[src/rtl/scaler2_tpg.sv]
// Test-pattern generator feeding a 2D scaler. Emits one frame of width x height
// pixels in raster order on a valid/ready stream with sof/eol/eof markers.
// Patterns: zero, delta pulse on the centre row, horizontal ramp, centre cross.
module scaler2_tpg #(
    parameter int unsigned DW = 8,
    parameter int unsigned CW = 12
) (
    input  logic          p_in_clk,
    input  logic          p_in_rst,
    input  logic          p_in_start,
    input  logic [CW-1:0] p_in_width,
    input  logic [CW-1:0] p_in_height,
    input  logic [1:0]    p_in_mode,
    input  logic          p_in_ready,
    output logic [DW-1:0] p_out_data,
    output logic          p_out_valid,
    output logic          p_out_sof,
    output logic          p_out_eol,
    output logic          p_out_eof,
    output logic          p_out_busy,
    output logic          p_out_done
);

    localparam logic [1:0] StIdle = 2'd0;
    localparam logic [1:0] StRun  = 2'd1;
    localparam logic [1:0] StDone = 2'd2;

    logic [1:0]    state_q, state_d;
    logic [CW-1:0] x_q, x_d, y_q, y_d;
    logic [CW-1:0] w_q, w_d, h_q, h_d;
    logic [CW-1:0] cx_q, cx_d, cy_q, cy_d;
    logic [1:0]    mode_q, mode_d;
    logic [DW-1:0] data_q, data_d;
    logic          valid_q, valid_d;
    logic          sof_q, sof_d;
    logic          eol_q, eol_d;
    logic          eof_q, eof_d;
    logic          busy_q, busy_d;
    logic          done_q, done_d;

    logic          xfer;
    logic [CW-1:0] nx, ny;

    // Pixel value at (x, y) for the given pattern and frame centre.
    function automatic logic [DW-1:0] pattern(
        input logic [1:0]    mode,
        input logic [CW-1:0] x,
        input logic [CW-1:0] y,
        input logic [CW-1:0] cx,
        input logic [CW-1:0] cy
    );
        logic [CW-1:0] dx;
        logic [7:0]    v8;
        logic [DW-1:0] pix;
        dx  = (x >= cx) ? (x - cx) : (cx - x);
        v8  = 8'd0;
        pix = '0;
        case (mode)
            2'd1: begin
                if (y == cy) begin
                    if (dx == CW'(0))      v8 = 8'd255;
                    else if (dx == CW'(1)) v8 = 8'd192;
                    else if (dx == CW'(2)) v8 = 8'd100;
                    else if (dx == CW'(3)) v8 = 8'd32;
                end
                // The 8-bit pulse table is truncated for narrow pixels.
                pix = DW'(v8);
            end
            2'd2:    pix = DW'(x);
            2'd3:    pix = ((x == cx) || (y == cy)) ? '1 : '0;
            default: pix = '0;
        endcase
        return pix;
    endfunction

    // Next-state: frame sequencing and the registered pixel stream.
    always_comb begin
        state_d = state_q;
        x_d     = x_q;
        y_d     = y_q;
        w_d     = w_q;
        h_d     = h_q;
        cx_d    = cx_q;
        cy_d    = cy_q;
        mode_d  = mode_q;
        data_d  = data_q;
        valid_d = valid_q;
        sof_d   = sof_q;
        eol_d   = eol_q;
        eof_d   = eof_q;
        done_d  = (state_q == StDone);
        nx      = '0;
        ny      = '0;
        xfer    = valid_q & p_in_ready;

        case (state_q)
            StIdle: begin
                if (p_in_start) begin
                    w_d    = p_in_width;
                    h_d    = p_in_height;
                    mode_d = p_in_mode;
                    cx_d   = p_in_width >> 1;
                    cy_d   = p_in_height >> 1;
                    x_d    = '0;
                    y_d    = '0;
                    if ((p_in_width != '0) && (p_in_height != '0)) begin
                        // First pixel is registered on the accepting edge.
                        state_d = StRun;
                        valid_d = 1'b1;
                        sof_d   = 1'b1;
                        eol_d   = (p_in_width == CW'(1));
                        eof_d   = (p_in_width == CW'(1)) && (p_in_height == CW'(1));
                        data_d  = pattern(p_in_mode, '0, '0, p_in_width >> 1,
                                          p_in_height >> 1);
                    end else begin
                        state_d = StDone;
                    end
                end
            end
            StRun: begin
                if (xfer) begin
                    if (eof_q) begin
                        state_d = StDone;
                        valid_d = 1'b0;
                        sof_d   = 1'b0;
                        eol_d   = 1'b0;
                        eof_d   = 1'b0;
                        data_d  = '0;
                    end else begin
                        if (eol_q) begin
                            nx = '0;
                            ny = y_q + CW'(1);
                        end else begin
                            nx = x_q + CW'(1);
                            ny = y_q;
                        end
                        x_d     = nx;
                        y_d     = ny;
                        valid_d = 1'b1;
                        sof_d   = 1'b0;
                        eol_d   = (nx == w_q - CW'(1));
                        eof_d   = (nx == w_q - CW'(1)) && (ny == h_q - CW'(1));
                        data_d  = pattern(mode_q, nx, ny, cx_q, cy_q);
                    end
                end
            end
            StDone:  state_d = StIdle;
            default: state_d = StIdle;
        endcase

        busy_d = (state_d == StRun);
    end

    // State and output registers; reset abandons any frame in flight.
    always_ff @(posedge p_in_clk or posedge p_in_rst) begin
        if (p_in_rst) begin
            state_q <= StIdle;
            x_q     <= '0;
            y_q     <= '0;
            w_q     <= '0;
            h_q     <= '0;
            cx_q    <= '0;
            cy_q    <= '0;
            mode_q  <= '0;
            data_q  <= '0;
            valid_q <= 1'b0;
            sof_q   <= 1'b0;
            eol_q   <= 1'b0;
            eof_q   <= 1'b0;
            busy_q  <= 1'b0;
            done_q  <= 1'b0;
        end else begin
            state_q <= state_d;
            x_q     <= x_d;
            y_q     <= y_d;
            w_q     <= w_d;
            h_q     <= h_d;
            cx_q    <= cx_d;
            cy_q    <= cy_d;
            mode_q  <= mode_d;
            data_q  <= data_d;
            valid_q <= valid_d;
            sof_q   <= sof_d;
            eol_q   <= eol_d;
            eof_q   <= eof_d;
            busy_q  <= busy_d;
            done_q  <= done_d;
        end
    end

    assign p_out_data  = data_q;
    assign p_out_valid = valid_q;
    assign p_out_sof   = sof_q;
    assign p_out_eol   = eol_q;
    assign p_out_eof   = eof_q;
    assign p_out_busy  = busy_q;
    assign p_out_done  = done_q;

endmodule

[config.mk]
export PLATFORM = sky130hd
export DESIGN_NAME = scaler2_tpg
export DESIGN_NICKNAME = d
export VERILOG_FILES = /design/src/rtl/scaler2_tpg.sv
export SDC_FILE = /design/constraint.sdc
export NUM_CORES = 1
export LEC_CHECK = 0
export CORE_ASPECT_RATIO = 1.75
export CORE_MARGIN = 1.5
export CORE_UTILIZATION = 30
export CTS_CLUSTER_DIAMETER = 200
export DETAILED_ROUTE_END_ITERATION = 6
export PLACE_DENSITY = 0.42
export RECOVER_POWER = 100
export SYNTH_ARGS = -nofsm -noshare
export SYNTH_HDL_FRONTEND = slang
export SYNTH_SLANG_ARGS = --single-unit
[constraint.sdc]
create_clock -name p_in_clk -period 4.6 [get_ports p_in_clk]
set_input_delay 1.38 -clock p_in_clk [delete_from_list [all_inputs] [get_ports p_in_clk]]
set_output_delay 1.38 -clock p_in_clk [all_outputs]
set_load 0.005 [all_outputs]
After elaboration in Yosys (flattened, before gate mapping)

Index checks and enable logic that the tools add are counted.

Register bits after elaboration: 88
Input bits: 30
Logic and storage cells: 123

Add/sub/neg operators: 7
Order comparisons: 2
Equality and inequality tests: 24
Muxes and demuxes: 58
Bitwise logic cells: 1
Reduce and logical (&&, ||, !) cells: 16

Operator list:

| kind                    | number |
|---|---|
| $mux W12                | 15 |
| $mux W8                 | 12 |
| $eq A12 B1 Y1 const B   | 4 |
| $eq A12 B2 Y1 const B   | 4 |
| $logic_not A12 Y1       | 4 |
| $pmux W12 S2            | 2 |
| $pmux W8 S2             | 2 |
| $add A12 B1 Y12 const B | 2 |
| $eq A12 B11 Y1          | 2 |
| $eq A12 B12 Y1          | 2 |
| $pmux W8 S3             | 1 |
| $reduce_bool A12 Y1     | 2 |
| $sub A12 B1 Y12 const B | 2 |
| $mux W7                 | 2 |
| $mux W1                 | 13 |
| $ge A12 B11 Y1          | 1 |
| $mux W6                 | 2 |
| $sub A1 B11 Y12 const A | 1 |
| $sub A11 B12 Y12        | 1 |
| $sub A12 B11 Y12        | 1 |
| $ge A1 B11 Y1 const A   | 1 |
| $eq A2 B1 Y1 const B    | 4 |
| $eq A2 B2 Y1 const B    | 4 |
| $mux W2                 | 4 |
| other kinds (10)        | 20 |

Depth between registers and ports, before layout

Gate-level depths: netlist of the first run.

Depth in word-level cells: 17
Depth in mapped cells: 16
Gate-level depth less buffers: 14

Worst setup path before layout of the first run

Ideal clock, no wire load.

Path kind: register to register
Start: register eol_q (netlist: p_out_eol)
End: register data_q[7] (netlist: p_out_data[7])
Data arrival time: 3.541 ns
Required time: 4.527 ns
Setup slack: 0.985 ns
Cell stages (with the launch flop): 15
Path buffers: 4
Cells stage by stage: dfrtp_1 buf_2 buf_1 buf_1 nor2_1 ha_1 clkbuf_1 a21oi_1 nor2_1 o21bai_1 o211ai_2 a211o_1 or4_4 a211o_1 a21oi_2

Word-level cells in the longest chain between the ends: 14
Elaborated cells on any way between the ends: 25

RTL lines:

| element                                  | RTL line | RTL |
|---|---|---|
| start: declaration                       | 36       | `logic eol_q, eol_d;` |
| start signal: assignment                 | 184      | `eol_q <= eol_d;` |
| $mux W12                                 | 130      | `if (eol_q) begin` |
| $mux W12                                 | 122      | `if (eof_q) begin` |
| $mux W12                                 | 121      | `if (xfer) begin` |
| $mux W12                                 | 96       | `case (state_q)` |
| $sub A11 B12 Y12 (tied with other cells) | 55       | `dx = (x >= cx) ? (x - cx) : (cx - x);` |
| $mux W12                                 | 55       |  |
| $eq A12 B1 Y1                            | 62       | `else if (dx == CW'(1)) v8 = 8'd192;` |
| $mux W8                                  | 62       |  |
| $mux W8                                  | 61       | `if (dx == CW'(0)) v8 = 8'd255;` |
| $mux W8                                  | 60       | `if (y == cy) begin` |
| $pmux W8 S3 *                            | 58       | `case (mode)` |
| $mux W8 *                                | 122      |  |
| $mux W8 *                                | 121      |  |
| $pmux W8 S2 *                            | 96       |  |
| end signal: assignment                   | 181      | `data_q <= data_d;` |
| end: declaration                         | 33       | `logic [DW-1:0] data_q, data_d;` |

Every way passes the cells marked *; elsewhere a longest branch is shown, timed or not. The select of a mux whose other input is x is not followed.
A chain may end at the register's enable or synchronous reset.

Worst setup path after layout of the first run

Start: input port p_in_start
End: register w_q[7]

Word-level cells in the longest chain between the ends: 1

RTL lines:

| element                            | RTL line | RTL |
|---|---|---|
| start: declaration                 | 10       | `input logic p_in_start,` |
| $reduce_and A2 Y1 (no source line) | n/a      |  |
| end signal: assignment             | 176      | `w_q <= w_d;` |
| end: declaration                   | 30       | `logic [CW-1:0] w_q, w_d, h_q, h_d;` |

Every way passes these cells.

==> summary.txt, run 1 <==
Critical path
  • Worst-path cell chain: dlygate4sd3_1, nor3b_1, clkbuf_1, nand2_1, o21ai_0
  • Setup CP Type: in2reg
  • Critical Path Source Type: primary input
  • CP peak stage delay: 1490 ps
  • CP max-delay cell: clkbuf_1
  • Worst Path Required: between 4000 and 5000 ps
  • WP data arrival: 4470 ps
  • Kind of end point of the critical path: flip-flop
  • Worst-path fanout max: 41

Floorplan
  • FP Rows: 68
  • Die ar.: 20700 um^2
  • Initial Util: 0.304
  • Core area: between 15000 and 20000 um^2
  • Die width: 109 um
  • Die height: ~190 um
  • I/O pins: 44

Power
  • Leakage power: 0.00271 uW
  • Clock power share: 0.191
  • Comb pwr share: 0.542
  • PD cells: 504 nW/um^2
  • Sw Share: 0.467
  • Worst VDD drop: 202 uV
  • Psw: 1630 uW
  • Reg power frac: 0.267
  • Total power: 3490 uW
  • Internal power: 1860 uW

STA
  • Max Freq: 0.236 GHz
  • Slew Viols, Final: 42
  • Final setup viols: 0
  • Max_slew headroom: -0.356
  • Crit share post-route: 0.922
  • Final Hold Fails: 0
  • Setup tns final: 0 ps
  • RSZ-0062 raised after global routing: false
  • Layout Skew: between 7 and 8 ps
  • Tmin final: between 4000 and 5000 ps
  • Worst Max-Slew Pin Slew: approximately 2000 ps

Cells and area
  • Commonest cells after routing, fill and taps aside: 72 x nand2_1, 66 x dfrtp_1, 65 x o21ai_0
  • # diodes: 0
  • Total area of sequential cells: 1650 um^2
  • Share of layout cells above drive strength 1: 0.0841
  • Fill cells: 2111
  • Area grow syn2layout: 16.4%
  • Multi-input logic area: about 3900 um^2
  • NumNets Final: 840
  • Most common cell after layout, fill and taps aside: nand2_1

Detailed routing
  • DRT Wirelength: roughly 22 mm
  • ANT nets after route: 0
  • DRT Pass-1 Iters: 5
  • Drc violations: 0
  • Vias: 5630
  • Drt wl/cell: 21.8 um
  • Vias per inst: 5.47
  • Starting DRT DRC Count: 311

CTS
  • Hold buffer count at CTS: 0
  • Post CTS Setup Buffer Count: 0
  • TritonCTS clock tree: built
  • Post-CTS sizing: 0
  • Clock sinks: 66
  • CTS Buffer Depth: 2
  • Cts bufs inserted: 9
  • Clock root buffer master: clkbuf_16
  • Max H-tree Level: 3
  • Worst-path clk slew: 60 ps
  • Clk Latency, worst-skew pair: 340 ps

Placed design
  • I/O Buffers: 43
  • Final GP Congestion: a little over 0.9
  • Detail Placement HPWL: roughly 18 mm

Yosys
  • Register area share after synthesis: 0.278
  • Leading area contributor after synthesis: dfrtp_1
  • Ys async rst share: 1.00
  • Synth Register Bits: 66
  • Syn_nets: about 800
  • Largest cells by area after synthesis: dfrtp_1 28%, xnor2_1 7.4%, ha_1 5.9%
  • Syn Inst Count: 741
  • Total number of yosys warnings: 0
  • Syn Area/Cell: 8.03 um^2
  • Yosys top cell area share: 0.278
  • Post-Syn Area: 5950 um^2
  • Number of synthesized flops with an enable pin: 0
  • Distinct cells, synth: 73
  • Dominant synthesized flop cell: dfrtp_1

Global route
  • Initial antenna violation count: 0
  • First-pass GRT wire length: approximately 34 mm
  • GRT busiest layer: met2
  • GR Util met2: 0.428
  • GR Util met3: 0.0241
  • Total Routing Usage GR: 0.224
  • Met1 GRT Util: 0.216
  • Gr ovfl total: 0
  • Largest net degree at the start of global routing: 42
  • Vias in the first global route: 5849

Job
  • Max cap viols: 1

Status
  • Failing checks: capacitance limit, slew limit
  • Status: finished, violations left

Worst hold path
  • Hold Path Class: reg2reg
-- routing by layer --
| layer | vias to the layer above | wire length [um] |
|---|---|---|
| li1 | 2727 | - |
| met1 | 2711 | 7760 |
| met2 | 131 | 12600 |
| met3 | 61 | 524 |
| met4 | 0 | 1590 |
| met5 | - | 0 |
-- worst paths after layout --
check,from,slack (ps),cells past startpoint,end
worst max-delay path,p_in_start,360,5,w_q[7]$_DFFE_PP0P_
worst min-delay path,x_q[11]$_DFFE_PP0P_,520,2,x_q[11]$_DFFE_PP0P_
worst max register to register,x_q[2]$_DFFE_PP0P_,500,14,p_out_data[6]$_DFFE_PP0P_
worst min register to register,x_q[11]$_DFFE_PP0P_,520,2,x_q[11]$_DFFE_PP0P_
max in group asynchronous,p_in_rst,1740,3,p_out_data[2]$_DFFE_PP0P_
min in group asynchronous,p_in_rst,1650,3,h_q[2]$_DFFE_PP0P_
-- through the flow --
stage | std cells | hold slack (ps) | area, um^2 | setup slack (ps) | utilization
after global routing | 1030 | 546 | 6930 | 220 | 0.354
final | 1030 | 518 | 6930 | 359 | 0.354
after global placement | 1014 | 489 | 6680 | 512 | 0.342
after floorplan | 741 | 465 | 5950 | 985 | -
after detailed placement | 1014 | 510 | 6680 | 452 | 0.342
after CTS | 1030 | 527 | 6960 | 619 | 0.356
-- synthesized netlist by cell type, drive strengths merged (3+ instances only) --
library cell	number
o22ai	7
nor3	26
and2	5
a21o	9
clkbuf	26
a211o	7
o21bai	4
nor2b	9
or3	7
nand4	20
mux2	13
dfrtp	66
or4	5
o21ai	65
mux2i	7
a211oi	5
inv	48
o211ai	7
and4	3
a31oi	9
o21a	6
nand2b	14
xnor2	50
ha	28
xor2	20
buf	10
nand2	72
a21oi	41
o31ai	10
and3	8
nand3	20
o41ai	3
nor4	17
nor2	56
o311ai	3
or3b	3
-- kinds of logic (layout without fill, tap and decap cells) --
family          after synthesis  in the layout  share of synthesized area
buf+inv                      84            128                     0.0580
compound gates              196            196                      0.211
xor+xnor                     72             72                      0.111
mux                          20             20                     0.0364
flops                        66             66                      0.278
simple gates                273            273                      0.241
fa+ha+maj                    30             30                     0.0656
-- worst max-delay path: cells and delay by family --
kind	cells	cell delay, ps
buffers and inverters	2	2040
AND/OR/NAND/NOR	2	840
AO/OA/AOI/OAI	1	210
-- power by group through the flow --
stage / sequential [uW] / clock [uW] / combinational [uW]
floorplan: 827 / 0 / 1360
global placement: 943 / 0 / 1890
detailed placement: 945 / 0 / 1890
CTS: 934 / 686 / 1910
global route: 955 / 711 / 2060
finish: 932 / 669 / 1890
-- state kept, by name, indices dropped and copies added, names as in the netlist, 2 cells and up --
name	count
h_q	12
w_q	12
p_out_data	8
y_q	12
x_q	12
state_q	2
mode_q	2
-- cell type report --
| class | instances | share of cell area |
|---|---|---|
| Clock buffer | 10 | 0.0345 |
| Inverter | 48 | 0.0260 |
| Multi-Input combinational cell | 591 | 0.569 |
| Timing Repair Buffer | 64 | 0.0822 |
| Sequential cell | 66 | 0.238 |
| Tap cell | 245 | 0.0442 |
| Clock inverter | 6 | 0.00596 |
Power figures use the tool's default switching activity.
==> run 2: changes to the inputs <==
Settings changed: ABC_AREA from default to 0, CORE_UTILIZATION 30 to 55, PLACE_DENSITY 0.42 to 0.72.
==> run 2 against run 1 <==
  * The run still ends with capacitance limit, slew limit left
  * Clock skew is essentially flat
  * Worst setup slack better by 1.4 ps
  * Sequential share of layout area up 0.55 points
  * Wire length is 9.2% lower
  * Worst hold slack lost 18 ps
  * Core utilization increased by 28 points
==> summary.txt, run 2 (synthesis results as in run 1) <==
Power
  • Leakage power: 0.00271 uW (about the same)
  • PD cells: 523 nW/um^2 (was 504 nW/um^2)
  • Worst VDD drop: 342 uV (was 202 uV)

STA
  • Tmin final: 4240 ps (about the same)
  • Final Hold Fails: 0 (unchanged)
  • Layout Skew: 7.59 ps (was 7.94 ps)
  • Crit share post-route: 0.922 (about the same)
  • Final setup viols: 0 (unchanged)
  • Worst Max-Slew Pin Slew: 1860 ps (was 2030 ps)
  • Setup tns final: 0 ps (unchanged)
  • Slew Viols, Final: 90 (was 42)
  • RSZ-0062 raised after global routing: false (unchanged)
  • Max_slew headroom: -0.243 (was -0.356)
  • Max Freq: 0.236 GHz (about the same)

CTS
  • CTS Buffer Depth: 2 (unchanged)
  • Post CTS Setup Buffer Count: 0 (unchanged)
  • Clock sinks: 66 (unchanged)
  • Clk Latency, worst-skew pair: 340 ps (about the same)
  • Max H-tree Level: 3 (unchanged)
  • Post-CTS sizing: 0 (unchanged)
  • Clock root buffer master: clkbuf_16 (unchanged)
  • Hold buffer count at CTS: 0 (unchanged)
  • Cts bufs inserted: 9 (unchanged)
  • TritonCTS clock tree: built (unchanged)
  • Worst-path clk slew: 60 ps (about the same)

Critical path
  • CP Buf/Inv Count: 1 (was 2)
  • Critical path launch point: x_q[0]$_DFFE_PP0P_ (was p_in_start)
  • R2R cell count: 14 (unchanged)
  • Worst Path Required: 4880 ps (was 4830 ps)
  • WP data arrival: 4520 ps (was 4470 ps)
  • Critical path depth in cells: 14 (was 5)
  • Kind of end point of the critical path: flip-flop (unchanged)
  • Worst R2R Setup Slack: 360 ps (was 500 ps)
  • Reg2Reg Capture Point: p_out_data[6]$_DFFE_PP0P_ (unchanged)
  • Crit path to: p_out_data[6]$_DFFE_PP0P_ (was w_q[7]$_DFFE_PP0P_)
  • Worst-path cell chain: ha_1, nand2_1, xor2_1, nor2_1, clkbuf_1, ha_1, nand2_1, and3_1, a211o_1, nor4_1, nand4_1, or4_1, a21oi_1, a22o_1 (was dlygate4sd3_1, nor3b_1, clkbuf_1, nand2_1, o21ai_0)
  • Top delay family on crit path: simple AND/OR/NAND/NOR gates (was buffers and inverters)
  • CP max-delay cell: or4_1 (was clkbuf_1)
  • Worst r2r src: x_q[0]$_DFFE_PP0P_ (was x_q[2]$_DFFE_PP0P_)
  • CP peak stage delay: 560 ps (was 1490 ps)
  • Worst-path fanout max: 14 (was 41)
  • Setup CP Type: reg2reg (was in2reg)
  • Critical Path Source Type: flip-flop (was primary input)

Status
  • Failing checks: capacitance limit, slew limit (unchanged)
  • Status: finished, violations left (unchanged)

Detailed routing
  • Vias: 5980 (was 5630)
  • ANT nets after route: 0 (unchanged)
  • Starting DRT DRC Count: 499 (was 311)
  • Vias per inst: 6.56 (was 5.47)
  • Drc violations: 0 (unchanged)
  • DRT Wirelength: 20.4 mm (was 22.5 mm)
  • Drt wl/cell: 22.4 um (was 21.8 um)
  • DRT Pass-1 Iters: 5 (unchanged)

Global route
  • Gr ovfl total: 0 (unchanged)
  • Initial antenna violation count: 0 (unchanged)
  • Vias in the first global route: 6073 (was 5849)
  • First-pass GRT wire length: 31.6 mm (was 34.1 mm)
  • Total Routing Usage GR: 0.371 (was 0.224)
  • Largest net degree at the start of global routing: 48 (was 42)

Floorplan
  • Die ar.: 11500 um^2 (was 20700 um^2)
  • I/O pins: 44 (unchanged)
  • FP Rows: 50 (was 68)
  • Initial Util: 0.559 (was 0.304)
  • Die height: 141 um (was 189 um)
  • Core area: 10600 um^2 (was 19600 um^2)
  • Die width: 81.6 um (was 109 um)

Placed design
  • I/O Buffers: 43 (unchanged)
  • Detail Placement HPWL: 16.1 mm (was 18.2 mm)
  • Area post-placement: 6510 um^2 (was 6680 um^2)
  • Cell count after placement: 895 (was 1014)
  • Final GP Congestion: 1.07 (was 0.921)

Cells and area
  • Area grow syn2layout: 13.8% (was 16.4%)
  • Fin area: 6770 um^2 (was 6930 um^2)
  • Multi-input logic area: 3930 um^2 (was 3940 um^2)
  • Most common cell after layout, fill and taps aside: nand2_1 (unchanged)
  • # diodes: 0 (unchanged)
  • Commonest cells after routing, fill and taps aside: 72 x nand2_1, 66 x dfrtp_1, 65 x o21ai_0 (unchanged)
  • Total area of sequential cells: 1650 um^2 (unchanged)
  • Fill cells: 954 (was 2111)
  • Share of layout cells above drive strength 1: 0.0743 (was 0.0841)
  • NumNets Final: 836 (was 840)
  • Non-filler cells in the finished layout: 911 (was 1030)

Worst hold path
  • Hold Path Stages: 2 (unchanged)
  • Hold Path Class: reg2reg (unchanged)

Job
  • Max cap viols: 2 (was 1)
run 2: cell types whose count changed in the layout (fill, tap and decap cells not counted), sizes merged:
cell      before  now
clkbuf        15   19
bufinv         0    1
clkinvlp       3    0
buf           16   10
run 2: metrics by stage:
stage / hold WS, ps / total power, uW / setup slack (ps) / util
final: 500 / 3540 / 361 / 0.637
after global routing: 548 / 3740 / 173 / 0.637
after CTS: 506 / 3520 / 586 / 0.642
after detailed placement: 493 / 2780 / 573 / 0.612
after global placement: 480 / 2760 / 607 / 0.612
after floorplan: 465 / 2190 / 985 / -
run 2: layout make-up:
type                            count  area share
Sequential cell                    66       0.244
Multi-Input combinational cell    591       0.580
Tap cell                          130      0.0240
Clock buffer                       12      0.0393
Inverter                           48      0.0266
Timing Repair Buffer               60      0.0785
Clock inverter                      4     0.00720
run 2: metal layers:
metal / wire length, um / vias to the layer above / global-route usage
met2: 11100 / 229 / 0.681
met4: 1660 / 0 / 0.273
met3: 851 / 101 / 0.0583
met5: 0 / - / 0
li1: - / 2731 / -
met1: 6750 / 2919 / 0.356
run 2: how the worst min path moves through the flow:
stage,from,end,slack (ps)
after floorplan,x_q[11]$_DFFE_PP0P_,x_q[11]$_DFFE_PP0P_,460
after CTS,x_q[11]$_DFFE_PP0P_,x_q[11]$_DFFE_PP0P_,510
after global placement,x_q[11]$_DFFE_PP0P_,x_q[11]$_DFFE_PP0P_,480
after global routing,x_q[11]$_DFFE_PP0P_,x_q[11]$_DFFE_PP0P_,550
final,x_q[11]$_DFFE_PP0P_,x_q[11]$_DFFE_PP0P_,500
after detailed placement,x_q[11]$_DFFE_PP0P_,x_q[11]$_DFFE_PP0P_,490
run 2: report_power, final:
part | internal, uW | leakage, uW | switching, uW
logic | 764 | 0.00171 | 1100
registers | 703 | 0.000841 | 247
clock network | 463 | 0.000159 | 269
total | 1930 | 0.00271 | 1610
run 2: tightest hold or removal path, delay by kind of cell (launching register included):
family	cells	cell delay, ps
AOI/OAI and AO/OA	1	60
and+or+nand+nor	1	50
DFF	1	350
